**config.mk**
```make
export PLATFORM = sky130hd
export DESIGN_NAME = ic_refill_ctrl
export DESIGN_NICKNAME = d
export VERILOG_FILES = /design/src/rtl/ic_refill_ctrl_pkg.sv /design/src/rtl/ic_line_buf.sv /design/src/rtl/ic_refill_ctrl.sv
export SDC_FILE = /design/constraint.sdc
export NUM_CORES = 1
export LEC_CHECK = 0
export ABC_CLOCK_PERIOD_IN_PS = 11000
export CORE_MARGIN = 5
export CORE_UTILIZATION = 48
export CTS_CLUSTER_SIZE = 24
export DETAILED_ROUTE_END_ITERATION = 7
export HOLD_SLACK_MARGIN = 0.12
export PLACE_DENSITY_LB_ADDON = 0.1
export SLEW_MARGIN = 20
export SYNTH_ARGS = -nofsm -noshare
export SYNTH_HDL_FRONTEND = slang
export SYNTH_HIERARCHICAL = 1
export SYNTH_SLANG_ARGS = --single-unit
```
**constraint.sdc**
```tcl
create_clock -name clk -period 11 [get_ports clk]
set_input_delay 2.2 -clock clk [delete_from_list [all_inputs] [get_ports clk]]
set_output_delay 2.2 -clock clk [all_outputs]
set_load 0.01 [all_outputs]
```
**src/rtl/ic_refill_ctrl_pkg.sv**
```systemverilog
// Shared definitions for the instruction-cache refill controller: FSM encoding,
// default line geometry and bus field widths.
package ic_refill_ctrl_pkg;

    typedef enum logic [2:0] {
        ST_IDLE   = 3'd0,
        ST_REQ    = 3'd1,
        ST_RECV   = 3'd2,
        ST_REFILL = 3'd3,
        ST_DONE   = 3'd4
    } ic_state_e;

    localparam int LINE_WORDS_DEF = 8;
    localparam int RD_LEN_W       = 8;
    localparam int PTAG_W         = 20;

    // Clear the low byte-offset bits of an address.
    function automatic logic [31:0] align_addr(input logic [31:0] addr, input int unsigned low_bits);
        return (addr >> low_bits) << low_bits;
    endfunction

endpackage

```
**src/rtl/ic_line_buf.sv**
```systemverilog
// Line assembly buffer: LINE_WORDS x 32-bit words written by beat index,
// read back either one selected word or the whole flattened line.
module ic_line_buf #(
    parameter int LINE_WORDS = 8,
    parameter int IDX_W      = $clog2(LINE_WORDS)
) (
    input  logic                    clk,
    input  logic                    rst,
    input  logic                    we,
    input  logic [IDX_W-1:0]        wr_idx,
    input  logic [31:0]             wr_data,
    input  logic [IDX_W-1:0]        rd_idx,
    output logic [31:0]             rd_word,
    output logic [32*LINE_WORDS-1:0] line
);

    logic [31:0] mem_r [LINE_WORDS];

    // Beat storage; words not written by a burst keep their previous value.
    always_ff @(posedge clk or posedge rst) begin
        if (rst) begin
            for (int i = 0; i < LINE_WORDS; i++) begin
                mem_r[i] <= 32'h0000_0000;
            end
        end else if (we) begin
            mem_r[wr_idx] <= wr_data;
        end
    end

    // Flatten storage into the line bus, word 0 in the LSBs.
    always_comb begin
        line = {(32*LINE_WORDS){1'b0}};
        for (int i = 0; i < LINE_WORDS; i++) begin
            line[32*i +: 32] = mem_r[i];
        end
    end

    assign rd_word = mem_r[rd_idx];

endmodule

```
**src/rtl/ic_refill_ctrl.sv**
```systemverilog
// I-cache miss / uncached-fetch controller: issues a bus read burst, assembles
// the line, writes it back and returns the requested word. Optional miss
// statistics counter enabled by defining IC_MISS_STAT_EN.
module ic_refill_ctrl
    import ic_refill_ctrl_pkg::*;
#(
    parameter int LINE_WORDS = LINE_WORDS_DEF,
    parameter int OFFSET_W   = $clog2(LINE_WORDS*4)
) (
    input  logic                     clk,
    input  logic                     rst,
    input  logic                     flush,
    input  logic                     req_valid,
    input  logic [31:0]              req_pc,
    input  logic                     inst_uncached,
    input  logic [PTAG_W-1:0]        inst_tag,
    input  logic                     hit,
    output logic                     stallreq,
    output logic                     rd_req,
    output logic [31:0]              rd_addr,
    output logic [RD_LEN_W-1:0]      rd_len,
    input  logic                     rd_addr_ok,
    input  logic [31:0]              rd_data,
    input  logic                     rd_valid,
    input  logic                     rd_last,
    output logic                     refill_we,
    output logic [31:0]              refill_addr,
    output logic [32*LINE_WORDS-1:0] refill_line,
    output logic [31:0]              inst_o,
    output logic                     inst_o_valid
`ifdef IC_MISS_STAT_EN
    ,
    output logic [31:0]              miss_cnt
`endif
);

    localparam int WORD_W = OFFSET_W - 2;
    localparam int CNT_W  = WORD_W + 1;

    ic_state_e           state_r;
    ic_state_e           state_s;
    logic                miss_s;
    logic                stall_s;
    logic                load_s;
    logic                enter_done_s;
    logic                busy_s;
    logic [31:0]         paddr_s;
    logic                uncached_r;
    logic [WORD_W-1:0]   woff_r;
    logic                kill_r;
    logic [CNT_W-1:0]    cnt_r;
    logic [31:0]         rd_addr_r;
    logic [RD_LEN_W-1:0] rd_len_r;
    logic [31:0]         refill_addr_r;
    logic [31:0]         inst_o_r;
    logic                inst_o_valid_r;
    logic                buf_we_s;
    logic [WORD_W-1:0]   buf_rd_idx_s;
    logic [31:0]         buf_word_s;
    logic [31:0]         inst_next_s;
    logic                unused_pc_s;

    assign paddr_s     = {inst_tag, req_pc[31-PTAG_W:0]};
    assign unused_pc_s = ^req_pc[31:32-PTAG_W];
    assign miss_s      = req_valid & (~hit | inst_uncached) & ~flush;
    assign busy_s      = (state_r == ST_REQ) || (state_r == ST_RECV) || (state_r == ST_REFILL);

    // Next-state decode and stall generation.
    always_comb begin
        state_s      = state_r;
        stall_s      = 1'b0;
        load_s       = 1'b0;
        enter_done_s = 1'b0;
        case (state_r)
            ST_IDLE: begin
                stall_s = miss_s;
                if (miss_s) begin
                    load_s  = 1'b1;
                    state_s = ST_REQ;
                end else begin
                    state_s = ST_IDLE;
                end
            end
            ST_REQ: begin
                stall_s = 1'b1;
                if (rd_addr_ok) begin
                    state_s = ST_RECV;
                end else begin
                    state_s = ST_REQ;
                end
            end
            ST_RECV: begin
                stall_s = 1'b1;
                if (rd_valid && rd_last) begin
                    if (uncached_r) begin
                        state_s      = ST_DONE;
                        enter_done_s = 1'b1;
                    end else begin
                        state_s = ST_REFILL;
                    end
                end else begin
                    state_s = ST_RECV;
                end
            end
            ST_REFILL: begin
                stall_s      = 1'b1;
                state_s      = ST_DONE;
                enter_done_s = 1'b1;
            end
            ST_DONE: begin
                state_s = ST_IDLE;
            end
            default: begin
                state_s = ST_IDLE;
            end
        endcase
    end

    // FSM state register.
    always_ff @(posedge clk or posedge rst) begin
        if (rst) begin
            state_r <= ST_IDLE;
        end else begin
            state_r <= state_s;
        end
    end

    // Latch the missing access and the bus request it needs.
    always_ff @(posedge clk or posedge rst) begin
        if (rst) begin
            uncached_r    <= 1'b0;
            woff_r        <= {WORD_W{1'b0}};
            rd_addr_r     <= 32'h0000_0000;
            rd_len_r      <= {RD_LEN_W{1'b0}};
            refill_addr_r <= 32'h0000_0000;
        end else if (load_s) begin
            uncached_r    <= inst_uncached;
            woff_r        <= paddr_s[OFFSET_W-1:2];
            rd_addr_r     <= inst_uncached ? {paddr_s[31:2], 2'b00} : align_addr(paddr_s, OFFSET_W);
            rd_len_r      <= inst_uncached ? {RD_LEN_W{1'b0}} : RD_LEN_W'(LINE_WORDS - 1);
            refill_addr_r <= align_addr(paddr_s, OFFSET_W);
        end
    end

    // Beats past the end of the line are not written and do not advance the count.
    assign buf_we_s = (state_r == ST_RECV) && rd_valid && (cnt_r < CNT_W'(LINE_WORDS));

    // Beat counter.
    always_ff @(posedge clk or posedge rst) begin
        if (rst) begin
            cnt_r <= {CNT_W{1'b0}};
        end else if (load_s) begin
            cnt_r <= {CNT_W{1'b0}};
        end else if (buf_we_s) begin
            cnt_r <= cnt_r + CNT_W'(1);
        end
    end

    // Kill flag: a flush during the miss only suppresses the returned word.
    always_ff @(posedge clk or posedge rst) begin
        if (rst) begin
            kill_r <= 1'b0;
        end else if (state_s == ST_IDLE) begin
            kill_r <= 1'b0;
        end else if (flush && busy_s) begin
            kill_r <= 1'b1;
        end
    end

    ic_line_buf #(
        .LINE_WORDS (LINE_WORDS),
        .IDX_W      (WORD_W)
    ) u_line_buf (
        .clk     (clk),
        .rst     (rst),
        .we      (buf_we_s),
        .wr_idx  (cnt_r[WORD_W-1:0]),
        .wr_data (rd_data),
        .rd_idx  (buf_rd_idx_s),
        .rd_word (buf_word_s),
        .line    (refill_line)
    );

    // A single-beat uncached read finishes in the cycle its beat arrives, so bypass the buffer.
    assign buf_rd_idx_s = uncached_r ? {WORD_W{1'b0}} : woff_r;
    assign inst_next_s  = (uncached_r && (cnt_r == {CNT_W{1'b0}})) ? rd_data : buf_word_s;

    // Returned instruction word, presented during the DONE cycle.
    always_ff @(posedge clk or posedge rst) begin
        if (rst) begin
            inst_o_r       <= 32'h0000_0000;
            inst_o_valid_r <= 1'b0;
        end else begin
            if (enter_done_s) begin
                inst_o_r <= inst_next_s;
            end
            inst_o_valid_r <= enter_done_s & ~(kill_r | flush);
        end
    end

`ifdef IC_MISS_STAT_EN
    logic [31:0] miss_cnt_r;

    // Miss statistics, wrapping counter.
    always_ff @(posedge clk or posedge rst) begin
        if (rst) begin
            miss_cnt_r <= 32'h0000_0000;
        end else if (load_s) begin
            miss_cnt_r <= miss_cnt_r + 32'd1;
        end
    end

    assign miss_cnt = miss_cnt_r;
`endif

    assign stallreq     = stall_s;
    assign rd_req       = (state_r == ST_REQ);
    assign rd_addr      = rd_addr_r;
    assign rd_len       = rd_len_r;
    assign refill_we    = (state_r == ST_REFILL);
    assign refill_addr  = refill_addr_r;
    assign inst_o       = inst_o_r;
    assign inst_o_valid = inst_o_valid_r;

endmodule

```
==> load_flow_metrics.sql, run 1 <==
INSERT INTO impl_metrics (metric_group, metric, value, unit) VALUES
('setup_path', 'worst_path_largest_cell_delay', '0.67', 'ns'),
('logic_synthesis', 'synth-main-ff-cell', 'sky130_fd_sc_hd__dfrtp_1', ''),
('cts', 'tritoncts', 'built', ''),
('setup_path', 'path_cells', 'clkdlybuf4s50_1, or4b_1, or3_1, nand2_1, clkdlybuf4s50_1', ''),
('detailed_routing', 'initialDrtViolationCount', '457', ''),
('grt', 'antenna_found_initial', '0', ''),
('floorplanning', 'die_area', '0.0358', 'mm2'),
('worst_hold_path', 'timing.hold.worst.class', 'register to register', ''),
('floorplanning', 'fp.dieW', '189', 'um'),
('timing', 'min_period_over_period', '0.610', ''),
('logic_synthesis', 'synth_largest_area_cell', 'sky130_fd_sc_hd__dfrtp_1', ''),
('timing', 'final-hold-violation-count', '0', ''),
('detailed_routing', 'met3_wirelength', '3.53', 'mm'),
('logic_synthesis', 'synth.ff_latch_count', '332', ''),
('logic_synthesis', 'yosys.cell_count.top_type', 'sky130_fd_sc_hd__mux2_2', ''),
('placed_design', 'detailed_place_hpwl', '29.1', 'mm'),
('logic_synthesis', 'synthDominantCellAreaShare', '0.540', ''),
('cts', 'worst_skew_pair_later_pin_latency', '0.52', 'ns'),
('logic_synthesis', 'synth-edff-count', '0', ''),
('cells_and_area', 'drive_above_1_share', '0.359', ''),
('timing', 'skew', '0.0147', 'ns'),
('logic_synthesis', 'synth-async-reset-ratio', '1.00', ''),
('logic_synthesis', 'post_synth_num_cell_types', '41', ''),
('detailed_routing', 'top_layer_used', 'met4', ''),
('placed_design', 'post_dp_cell_area', '0.0197', 'mm2'),
('worst_hold_path', 'hold_end', 'inst_o_valid', ''),
('cells_and_area', 'final_nets', '1432', ''),
('detailed_routing', 'remaining_drc_errors', '0', ''),
('cells_and_area', 'seqCellArea', '0.00831', 'mm2'),
('logic_synthesis', 'synth_top_cells_by_count', '360 x sky130_fd_sc_hd__mux2_2, 332 x sky130_fd_sc_hd__dfrtp_1, 54 x sky130_fd_sc_hd__buf_4', ''),
('timing', 'worst_slew_margin_rel', '0.257', ''),
('setup_path', 'critPathSlowestCell', 'sky130_fd_sc_hd__or4b_1', ''),
('floorplanning', 'rows', '65', ''),
('grt', 'grt_total_ovfl', '0', ''),
('setup_path', 'worst_reg2reg_path_length_in_cells', '5', ''),
('worst_hold_path', 'min-delay-start', 'kill_r', ''),
('run_status', 'status', 'complete, no violations', ''),
('cts', 'cts_max_level', '2', ''),
('floorplanning', 'initial_utilization', '0.487', ''),
('grt', 'first_pass_grt_wire_length', '66.6', 'mm'),
('detailed_routing', 'm1WireLength', '18.0', 'mm'),
('logic_synthesis', 'post_synth_instance_area', '0.0154', 'mm2'),
('placed_design', 'gp_congestion', '0.771', ''),
('cts', 'clock-sinks', '332', ''),
('setup_path', 'worst-setup-path-type', 'input port to output pin', ''),
('placed_design', 'buffers_on_ports', '422', ''),
('cts', 'cts_made_buffers', '37', ''),
('cells_and_area', 'synthToLayoutAreaGrowth', '35.9', '%'),
('detailed_routing', 'dr_total_vias', '9812', ''),
('timing', 'totalNegativeSetupSlack', '0', 'ns'),
('power_and_ir_drop', 'leakagePower', '9.40', 'nW'),
('setup_path', 'timing.critical_path.from_type', 'input port', ''),
('logic_synthesis', 'post_synth.cell_area_avg', '16.3', 'um2'),
('floorplanning', 'die_h', '189', 'um'),
('placed_design', 'detailedPlace.worstSlack', '4.27', 'ns'),
('timing', 'worst_pin_slew', '1.11', 'ns'),
('timing', 'slew_violations', '0', ''),
('timing', 'holdWs', '0.454', 'ns'),
('cells_and_area', 'design_area', '0.0209', 'mm2'),
('timing', 'setup_viol', '0', ''),
('grt', 'grt_start_max_net_pins', '128', ''),
('worst_hold_path', 'timing.hold.worst_path_depth', '1', ''),
('cells_and_area', 'multi_input_comb_area', '0.00648', 'mm2'),
('logic_synthesis', 'synthCells', '947', ''),
('cts', 'post_cts.repair.setup_buffers', '0', ''),
('setup_path', 'timing.critical_path.mode_cell', 'sky130_fd_sc_hd__clkdlybuf4s50_1', ''),
('setup_path', 'cp_data_required_time', '8.80', 'ns'),
('detailed_routing', 'wl_per_cell', '25.0', 'um'),
('grt', 'gr-usage-all-layers', '0.241', ''),
('detailed_routing', 'wl', '44.2', 'mm'),
('setup_path', 'crit_arrival', '4.51', 'ns');
cell families after synthesis:
family                     share of synthesized area
muxes                                          0.384
AOI/OAI and AO/OA                            0.00837
DFF                                            0.540
and+or+nand+nor                               0.0180
adders and majority gates                    0.00162
other                                       0.000244
buffers and inverters                         0.0481
through the flow:
stage / total power, mW / std cells / utilization
finish: 5.30 / 1766 / 0.661
detailed placement: 4.11 / 1699 / 0.623
floorplan: 3.08 / 958 / -
CTS: 5.36 / 1765 / 0.661
global placement: 4.08 / 1699 / 0.623
global route: 5.57 / 1766 / 0.661
cell usage in the layout, fill, tap and decap left out, types with 4 or more instances in the layout:
| cell type | count |
|---|---|
| sky130_fd_sc_hd__clkdlybuf4s50_1 | 422 |
| sky130_fd_sc_hd__mux2_2 | 360 |
| sky130_fd_sc_hd__dfrtp_1 | 332 |
| sky130_fd_sc_hd__clkbuf_16 | 39 |
| sky130_fd_sc_hd__mux4_1 | 33 |
| sky130_fd_sc_hd__mux4_2 | 31 |
| sky130_fd_sc_hd__buf_4 | 22 |
| sky130_fd_sc_hd__mux2_1 | 16 |
| sky130_fd_sc_hd__conb_1 | 12 |
| sky130_fd_sc_hd__clkbuf_1 | 11 |
| sky130_fd_sc_hd__mux2_4 | 7 |
| sky130_fd_sc_hd__clkbuf_8 | 7 |
| sky130_fd_sc_hd__o21ai_0 | 6 |
| sky130_fd_sc_hd__clkinv_2 | 6 |
| sky130_fd_sc_hd__nand2_1 | 5 |
| sky130_fd_sc_hd__o31ai_1 | 5 |
| sky130_fd_sc_hd__nor4bb_4 | 4 |
| sky130_fd_sc_hd__inv_1 | 4 |
| sky130_fd_sc_hd__a21oi_1 | 4 |
routing by layer:
metal  up-vias  GRT usage
met4         0     0.0628
met1      5147      0.307
met2       325      0.407
met3        61     0.0728
li1       4279          -
met5         -          0
final cells by class:
cell class,instances,share of cell area
sequential,332,0.397
clock inverter,9,0.00472
tap,402,0.0240
inverter,6,0.00155
clock buffer,57,0.0532
timing repair buffer,444,0.210
multi-input combinational,516,0.310
where the power goes:
group | leakage [nW] | internal (mW) | switching (mW)
logic | 4.39 | 1.37 | 0.874
clock network | 0.600 | 0.744 | 0.484
registers | 4.41 | 1.55 | 0.271
sequential cells by signal, indices dropped and copies added (netlist names):
signal	cells
cnt_r	4
inst_o	32
inst_o_valid	1
kill_r	1
rd_addr	4
rd_len	1
refill_addr	26
state_r	3
u_line_buf/line	256
uncached_r	1
woff_r	3
worst max-delay path: cells and delay by family:
kind	cells	cell delay, ns
buf+inv	2	1.00
simple gates	3	1.31
how the worst max path moves through the flow:
stage | cells after the start | start | endpoint | slack (ns)
after global routing | 5 | flush | stallreq | 4.18
after CTS | 5 | flush | stallreq | 4.27
after floorplan | 1 | rst | u_line_buf/line[0] | 1.76
after global placement | 5 | flush | stallreq | 4.33
after detailed placement | 5 | flush | stallreq | 4.27
final | 5 | flush | stallreq | 4.29
No activity file was read; power rests on OpenSTA's default activity.
==> run 2: changes to the inputs <==
Settings changed: ABC_CLOCK_PERIOD_IN_PS 11000 to 6900.
Clock period 11 ns to 6.9 ns, I/O delays scaled along.
==> load_flow_metrics.sql, run 2 (synthesis results as in run 1) <==
INSERT INTO impl_metrics (metric_group, metric, value, unit) VALUES
('floorplanning', 'fp.dieW', '189', 'um'),
('setup_path', 'cp_data_required_time', '5.52', 'ns'),
('detailed_routing', 'wl', '44.3', 'mm'),
('worst_hold_path', 'timing.hold.worst.class', 'register to register', ''),
('setup_path', 'worst-setup-path-type', 'input port to output pin', ''),
('timing', 'finalCriticalPeriod', '5.04', 'ns'),
('timing', 'final-hold-violation-count', '0', ''),
('detailed_routing', 'route.detailed.vias_per_inst', '5.57', ''),
('cts', 'cts_max_level', '2', ''),
('floorplanning', 'core_area', '0.0316', 'mm2'),
('placed_design', 'gp_congestion', '0.766', ''),
('flow_run', 'max_capacitance_violation_total', '0', ''),
('cells_and_area', 'synthToLayoutAreaGrowth', '35.7', '%'),
('floorplanning', 'die_h', '189', 'um'),
('timing', 'clock.fmax', '199', 'MHz'),
('cts', 'post_cts.repair.setup_buffers', '0', ''),
('cells_and_area', 'max_ffs_per_register', '256', ''),
('cts', 'cts-root-to-sink-buffers', '3', ''),
('setup_path', 'cpLargestDelayFamily', 'simple AND/OR/NAND/NOR gates', ''),
('placed_design', 'detailed_place_hpwl', '29.4', 'mm'),
('placed_design', 'post_dp_cell_area', '0.0197', 'mm2'),
('grt', 'first_pass_grt_wire_length', '67.4', 'mm'),
('grt', 'grt_start_max_net_pins', '69', ''),
('cells_and_area', 'drive_above_1_share', '0.357', ''),
('cells_and_area', 'final-instance-count-excl-fill', '1765', ''),
('setup_path', 'worst_path_largest_cell_delay', '0.64', 'ns'),
('cts', 'post_cts.resized_instances', '0', ''),
('floorplanning', 'rows', '65', ''),
('timing', 'slew_violations', '0', ''),
('cts', 'clock-sinks', '332', ''),
('timing', 'worst_slew_margin_rel', '0.340', ''),
('grt', 'antenna_found_initial', '2', ''),
('timing', 'setup_viol', '0', ''),
('detailed_routing', 'firstDrtPassIters', '4', ''),
('detailed_routing', 'wl_per_cell', '25.1', 'um'),
('power_and_ir_drop', 'finalPower', '8.37', 'mW'),
('floorplanning', 'top_level_ports', '457', ''),
('cts', 'cts.hold.buffers_added', '0', ''),
('grt', 'gr-usage-all-layers', '0.244', ''),
('setup_path', 'crit_arrival', '3.66', 'ns'),
('timing', 'skew', '0.0179', 'ns'),
('cts', 'tritoncts', 'built', ''),
('floorplanning', 'initial_utilization', '0.487', ''),
('setup_path', 'path_max_fanout', '7', ''),
('grt', 'first_global_vias', '10659', ''),
('cts', 'cts_made_buffers', '37', ''),
('detailed_routing', 'ant_nets', '0', ''),
('placed_design', 'buffers_on_ports', '422', ''),
('setup_path', 'timing.critical_path.mode_cell', 'sky130_fd_sc_hd__clkdlybuf4s50_1', ''),
('power_and_ir_drop', 'leakagePower', '9.37', 'nW'),
('cts', 'clkTransAtPathRegs', '0.05', 'ns'),
('floorplanning', 'die_area', '0.0358', 'mm2'),
('timing', 'rsz_0062_raised_after_global_routing', 'no', ''),
('timing', 'totalNegativeSetupSlack', '0', 'ns'),
('timing', 'min_period_over_period', '0.730', ''),
('cts', 'worst_skew_pair_later_pin_latency', '0.51', 'ns'),
('power_and_ir_drop', 'power_per_cell_area', '400', 'mW/mm2'),
('cells_and_area', 'final_nets', '1432', ''),
('setup_path', 'timing.reg2reg.setup_slack', '3.32', 'ns'),
('setup_path', 'crit_buf_inv', '2', ''),
('detailed_routing', 'remaining_drc_errors', '0', ''),
('setup_path', 'timing.critical_path.to_type', 'output pin', ''),
('power_and_ir_drop', 'vdd_drop_max', '0.000220', 'V'),
('setup_path', 'timing.critical_path.from_type', 'input port', ''),
('timing', 'worst_pin_slew', '0.988', 'ns'),
('cts', 'cts_root_buf', 'sky130_fd_sc_hd__clkbuf_16', ''),
('placed_design', 'place_inst', '1699', ''),
('timing', 'holdWs', '0.448', 'ns'),
('run_status', 'status', 'complete, no violations', ''),
('cells_and_area', 'layout_commonest_cell', 'sky130_fd_sc_hd__clkdlybuf4s50_1', ''),
('setup_path', 'path_cells', 'clkdlybuf4s50_1, or4b_1, or3_1, nand2_1, clkdlybuf4s50_1', ''),
('setup_path', 'critPathSlowestCell', 'sky130_fd_sc_hd__or4b_1', ''),
('cells_and_area', 'design_area', '0.0209', 'mm2'),
('grt', 'grt_total_ovfl', '0', ''),
('detailed_routing', 'initialDrtViolationCount', '376', ''),
('detailed_routing', 'dr_total_vias', '9823', ''),
('cells_and_area', 'mostFrequentLayoutCells', '422 x sky130_fd_sc_hd__clkdlybuf4s50_1, 360 x sky130_fd_sc_hd__mux2_2, 332 x sky130_fd_sc_hd__dfrtp_1, 39 x sky130_fd_sc_hd__clkbuf_16, 33 x sky130_fd_sc_hd__mux4_1', '');
-- run 2: cell types whose count changed in the layout (fill, tap and decap cells not counted), sizes merged --
cell	change
bufinv	-2
clkbuf	+4
clkinv	-4
clkinvlp	+1
diode	+1
inv	-1
-- run 2: layer usage --
| layer | global-route usage | wire, um | vias to the layer above |
|---|---|---|---|
| met3 | 0.0813 | 3740 | 69 |
| met5 | 0 | 13 | - |
| met1 | 0.299 | 17400 | 5139 |
| met2 | 0.415 | 21900 | 341 |
| met4 | 0.0661 | 1200 | 2 |
| li1 | - | - | 4272 |
-- run 2: layout make-up --
class / instances / area, um2
fill: 2396 / 10700
clock buffer: 61 / 1150
timing repair buffer: 444 / 4410
clock inverter: 3 / 18.8
sequential: 332 / 8310
multi-input combinational: 516 / 6480
tap: 402 / 503
inverter: 6 / 28.8
antenna: 1 / 2.50
-- run 2: worst paths after layout --
check                           start                  end  cells past startpoint
hold reg to reg                kill_r         inst_o_valid                      1
setup / recovery                flush             stallreq                      5
max in group asynchronous         rst  u_line_buf/line[56]                      3
min in group asynchronous         rst           inst_o[17]                      2
hold / removal                 kill_r         inst_o_valid                      1
setup reg to reg           uncached_r           inst_o[28]                      6
-- run 2: through the flow --
| step | worst slack [ns] | utilization |
|---|---|---|
| after CTS | 1.84 | 0.660 |
| after detailed placement | 1.86 | 0.623 |
| after global placement | 1.84 | 0.623 |
| final | 1.86 | 0.660 |
| after global routing | 1.78 | 0.660 |
| after floorplan | 2.15 | - |
-- run 2: report_power, final --
part / leakage [nW] / internal [mW] / switching [mW]
sequential: 4.41 / 2.48 / 0.430
clock: 0.573 / 1.13 / 0.754
combinational: 4.38 / 2.18 / 1.39
total: 9.37 / 5.79 / 2.57
==> run 3: changes to the inputs <==
Settings changed: ABC_CLOCK_PERIOD_IN_PS 6900 to 4360, CORE_UTILIZATION 48 to 43.
Clock period 6.9 ns to 4.36 ns, I/O delays scaled along.
==> load_flow_metrics.sql, run 3 (synthesis results as in run 1) <==
INSERT INTO impl_metrics (metric_group, metric, value, unit) VALUES
('cts', 'post_cts.resized_instances', '0', ''),
('setup_path', 'critPathSlowestCell', 'sky130_fd_sc_hd__clkdlybuf4s50_1', ''),
('floorplanning', 'rows', '69', ''),
('cells_and_area', 'multi_input_comb_area', '0.00648', 'mm2'),
('timing', 'worst_pin_slew', '0.819', 'ns'),
('floorplanning', 'die_area', '0.0397', 'mm2'),
('power_and_ir_drop', 'p_comb_frac', '0.429', ''),
('cells_and_area', 'fill_cells', '2822', ''),
('cts', 'cts_made_buffers', '38', ''),
('timing', 'final-hold-violation-count', '0', ''),
('timing', 'slew_violations', '0', ''),
('power_and_ir_drop', 'p_int', '9.25', 'mW'),
('cells_and_area', 'antenna-diode-count', '0', ''),
('cts', 'tritoncts', 'built', ''),
('setup_path', 'crit_arrival', '2.95', 'ns'),
('cts', 'clock-sinks', '332', ''),
('timing', 'final_worst_path_setup_slack', '0.540', 'ns'),
('cts', 'worst_skew_pair_later_pin_latency', '0.51', 'ns'),
('grt', 'gr-usage-all-layers', '0.221', ''),
('setup_path', 'path_max_fanout', '7', ''),
('power_and_ir_drop', 'leakagePower', '9.45', 'nW'),
('cells_and_area', 'layout_commonest_cell', 'sky130_fd_sc_hd__clkdlybuf4s50_1', ''),
('setup_path', 'timing.critical_path.from_type', 'input port', ''),
('floorplanning', 'initial_utilization', '0.434', ''),
('detailed_routing', 'route.detailed.vias_per_inst', '5.37', ''),
('power_and_ir_drop', 'total_switching_power', '4.15', 'mW'),
('power_and_ir_drop', 'seq_power_share', '0.344', ''),
('cells_and_area', 'max_ffs_per_register', '256', ''),
('power_and_ir_drop', 'p_sw_frac', '0.310', ''),
('cts', 'cts.hold.buffers_added', '0', ''),
('detailed_routing', 'ant_nets', '0', ''),
('detailed_routing', 'remaining_drc_errors', '0', ''),
('timing', 'rsz_0062_raised_after_global_routing', 'no', ''),
('grt', 'first_global_vias', '10307', ''),
('power_and_ir_drop', 'clockPowerShare', '0.226', ''),
('flow_run', 'max_capacitance_violation_total', '0', ''),
('floorplanning', 'die_h', '199', 'um'),
('detailed_routing', 'wl_per_cell', '24.8', 'um'),
('power_and_ir_drop', 'power_per_cell_area', '634', 'mW/mm2'),
('setup_path', 'path_cells', 'clkdlybuf4s50_1, or4b_1, or3_1, nand2_1, clkdlybuf4s50_1', ''),
('floorplanning', 'core_area', '0.0355', 'mm2'),
('cells_and_area', 'final_nets', '1442', ''),
('timing', 'finalCriticalPeriod', '3.82', 'ns'),
('setup_path', 'cp_data_required_time', '3.49', 'ns'),
('cts', 'clkTransAtPathRegs', '0.06', 'ns'),
('floorplanning', 'fp.dieW', '199', 'um'),
('cts', 'post_cts.repair.setup_buffers', '0', ''),
('cts', 'cts_max_level', '2', ''),
('run_status', 'status', 'complete, no violations', ''),
('grt', 'grt_start_max_net_pins', '79', ''),
('timing', 'clock.fmax', '262', 'MHz'),
('power_and_ir_drop', 'vdd_drop_max', '0.000379', 'V'),
('cts', 'cts_root_buf', 'sky130_fd_sc_hd__clkbuf_16', ''),
('placed_design', 'buffers_on_ports', '422', ''),
('worst_hold_path', 'timing.hold.worst.class', 'register to register', ''),
('setup_path', 'cpLargestDelayFamily', 'simple AND/OR/NAND/NOR gates', ''),
('timing', 'min_period_over_period', '0.876', ''),
('placed_design', 'post_dp_cell_area', '0.0200', 'mm2'),
('detailed_routing', 'dr_total_vias', '9828', ''),
('setup_path', 'worst_path_largest_cell_delay', '0.56', 'ns'),
('detailed_routing', 'wl', '45.3', 'mm'),
('setup_path', 'timing.critical_path.mode_cell', 'sky130_fd_sc_hd__clkdlybuf4s50_1', ''),
('cells_and_area', 'design_area', '0.0211', 'mm2'),
('timing', 'totalNegativeSetupSlack', '0', 'ns'),
('cells_and_area', 'drive_above_1_share', '0.364', ''),
('timing', 'skew', '0.0139', 'ns'),
('detailed_routing', 'firstDrtPassIters', '4', ''),
('placed_design', 'gp_congestion', '0.790', ''),
('placed_design', 'detailedPlace.worstSlack', '0.526', 'ns'),
('floorplanning', 'top_level_ports', '457', ''),
('timing', 'worst_slew_margin_rel', '0.453', ''),
('grt', 'grt_total_ovfl', '0', ''),
('timing', 'setup_viol', '0', ''),
('detailed_routing', 'initialDrtViolationCount', '321', ''),
('cells_and_area', 'mostFrequentLayoutCells', '422 x sky130_fd_sc_hd__clkdlybuf4s50_1, 360 x sky130_fd_sc_hd__mux2_2, 332 x sky130_fd_sc_hd__dfrtp_1, 39 x sky130_fd_sc_hd__clkbuf_16, 33 x sky130_fd_sc_hd__mux4_1', ''),
('grt', 'antenna_found_initial', '0', ''),
('setup_path', 'worst-setup-path-type', 'input port to output pin', ''),
('cells_and_area', 'synthToLayoutAreaGrowth', '37.3', '%'),
('placed_design', 'detailed_place_hpwl', '30.2', 'mm'),
('cts', 'cts-root-to-sink-buffers', '3', ''),
('setup_path', 'timing.critical_path.to_type', 'output pin', ''),
('grt', 'first_pass_grt_wire_length', '66.8', 'mm'),
('cells_and_area', 'seqCellArea', '0.00831', 'mm2'),
('setup_path', 'crit_buf_inv', '2', '');
run 3: final timing paths:
path	depth (start not counted)	endpoint	startpoint	slack, ns
min in group asynchronous	2	refill_addr[10]	rst	0.87
max in group asynchronous	3	u_line_buf/line[21]	rst	2.57
hold / removal	1	inst_o_valid	kill_r	0.43
setup / recovery	5	stallreq	flush	0.54
setup reg to reg	6	inst_o[21]	uncached_r	1.27
hold reg to reg	1	inst_o_valid	kill_r	0.43
run 3: per-layer routing:
metal  part of all wire  wire length [um]  track usage  up-vias
met2               0.48             21900        0.362      314
li1                   -                 -            -     4290
met4              0.025              1120       0.0550        0
met1               0.41             18700        0.294     5156
met5                  0                 0            0        -
met3              0.080              3630       0.0597       68
run 3: cell type report:
cell class,instances,area share
tap,461,0.0273
clock inverter,8,0.00337
timing repair buffer,453,0.216
inverter,6,0.00136
clock buffer,54,0.0522
sequential,332,0.393
multi-input combinational,516,0.307
run 3: power by group through the flow:
stage          Clock, mW  Sequential (mW)  Combinational [mW]
2_1_floorplan          0             4.84                2.93
3_3_place_gp           0             4.63                5.78
3_5_place_dp           0             4.67                5.81
4_1_cts             3.12             4.62                5.84
5_1_grt             3.23             4.74                6.10
6_report            3.03             4.61                5.75
run 3: metrics by stage:
stage / total power [mW] / hold slack (ns) / util / instances
2_1_floorplan: 7.77 / 0.398 / - / 958
3_3_place_gp: 10.4 / 0.431 / 0.563 / 1768
3_5_place_dp: 10.5 / 0.425 / 0.563 / 1768
4_1_cts: 13.6 / 0.433 / 0.596 / 1830
5_1_grt: 14.1 / 0.472 / 0.596 / 1830
6_report: 13.4 / 0.425 / 0.596 / 1830
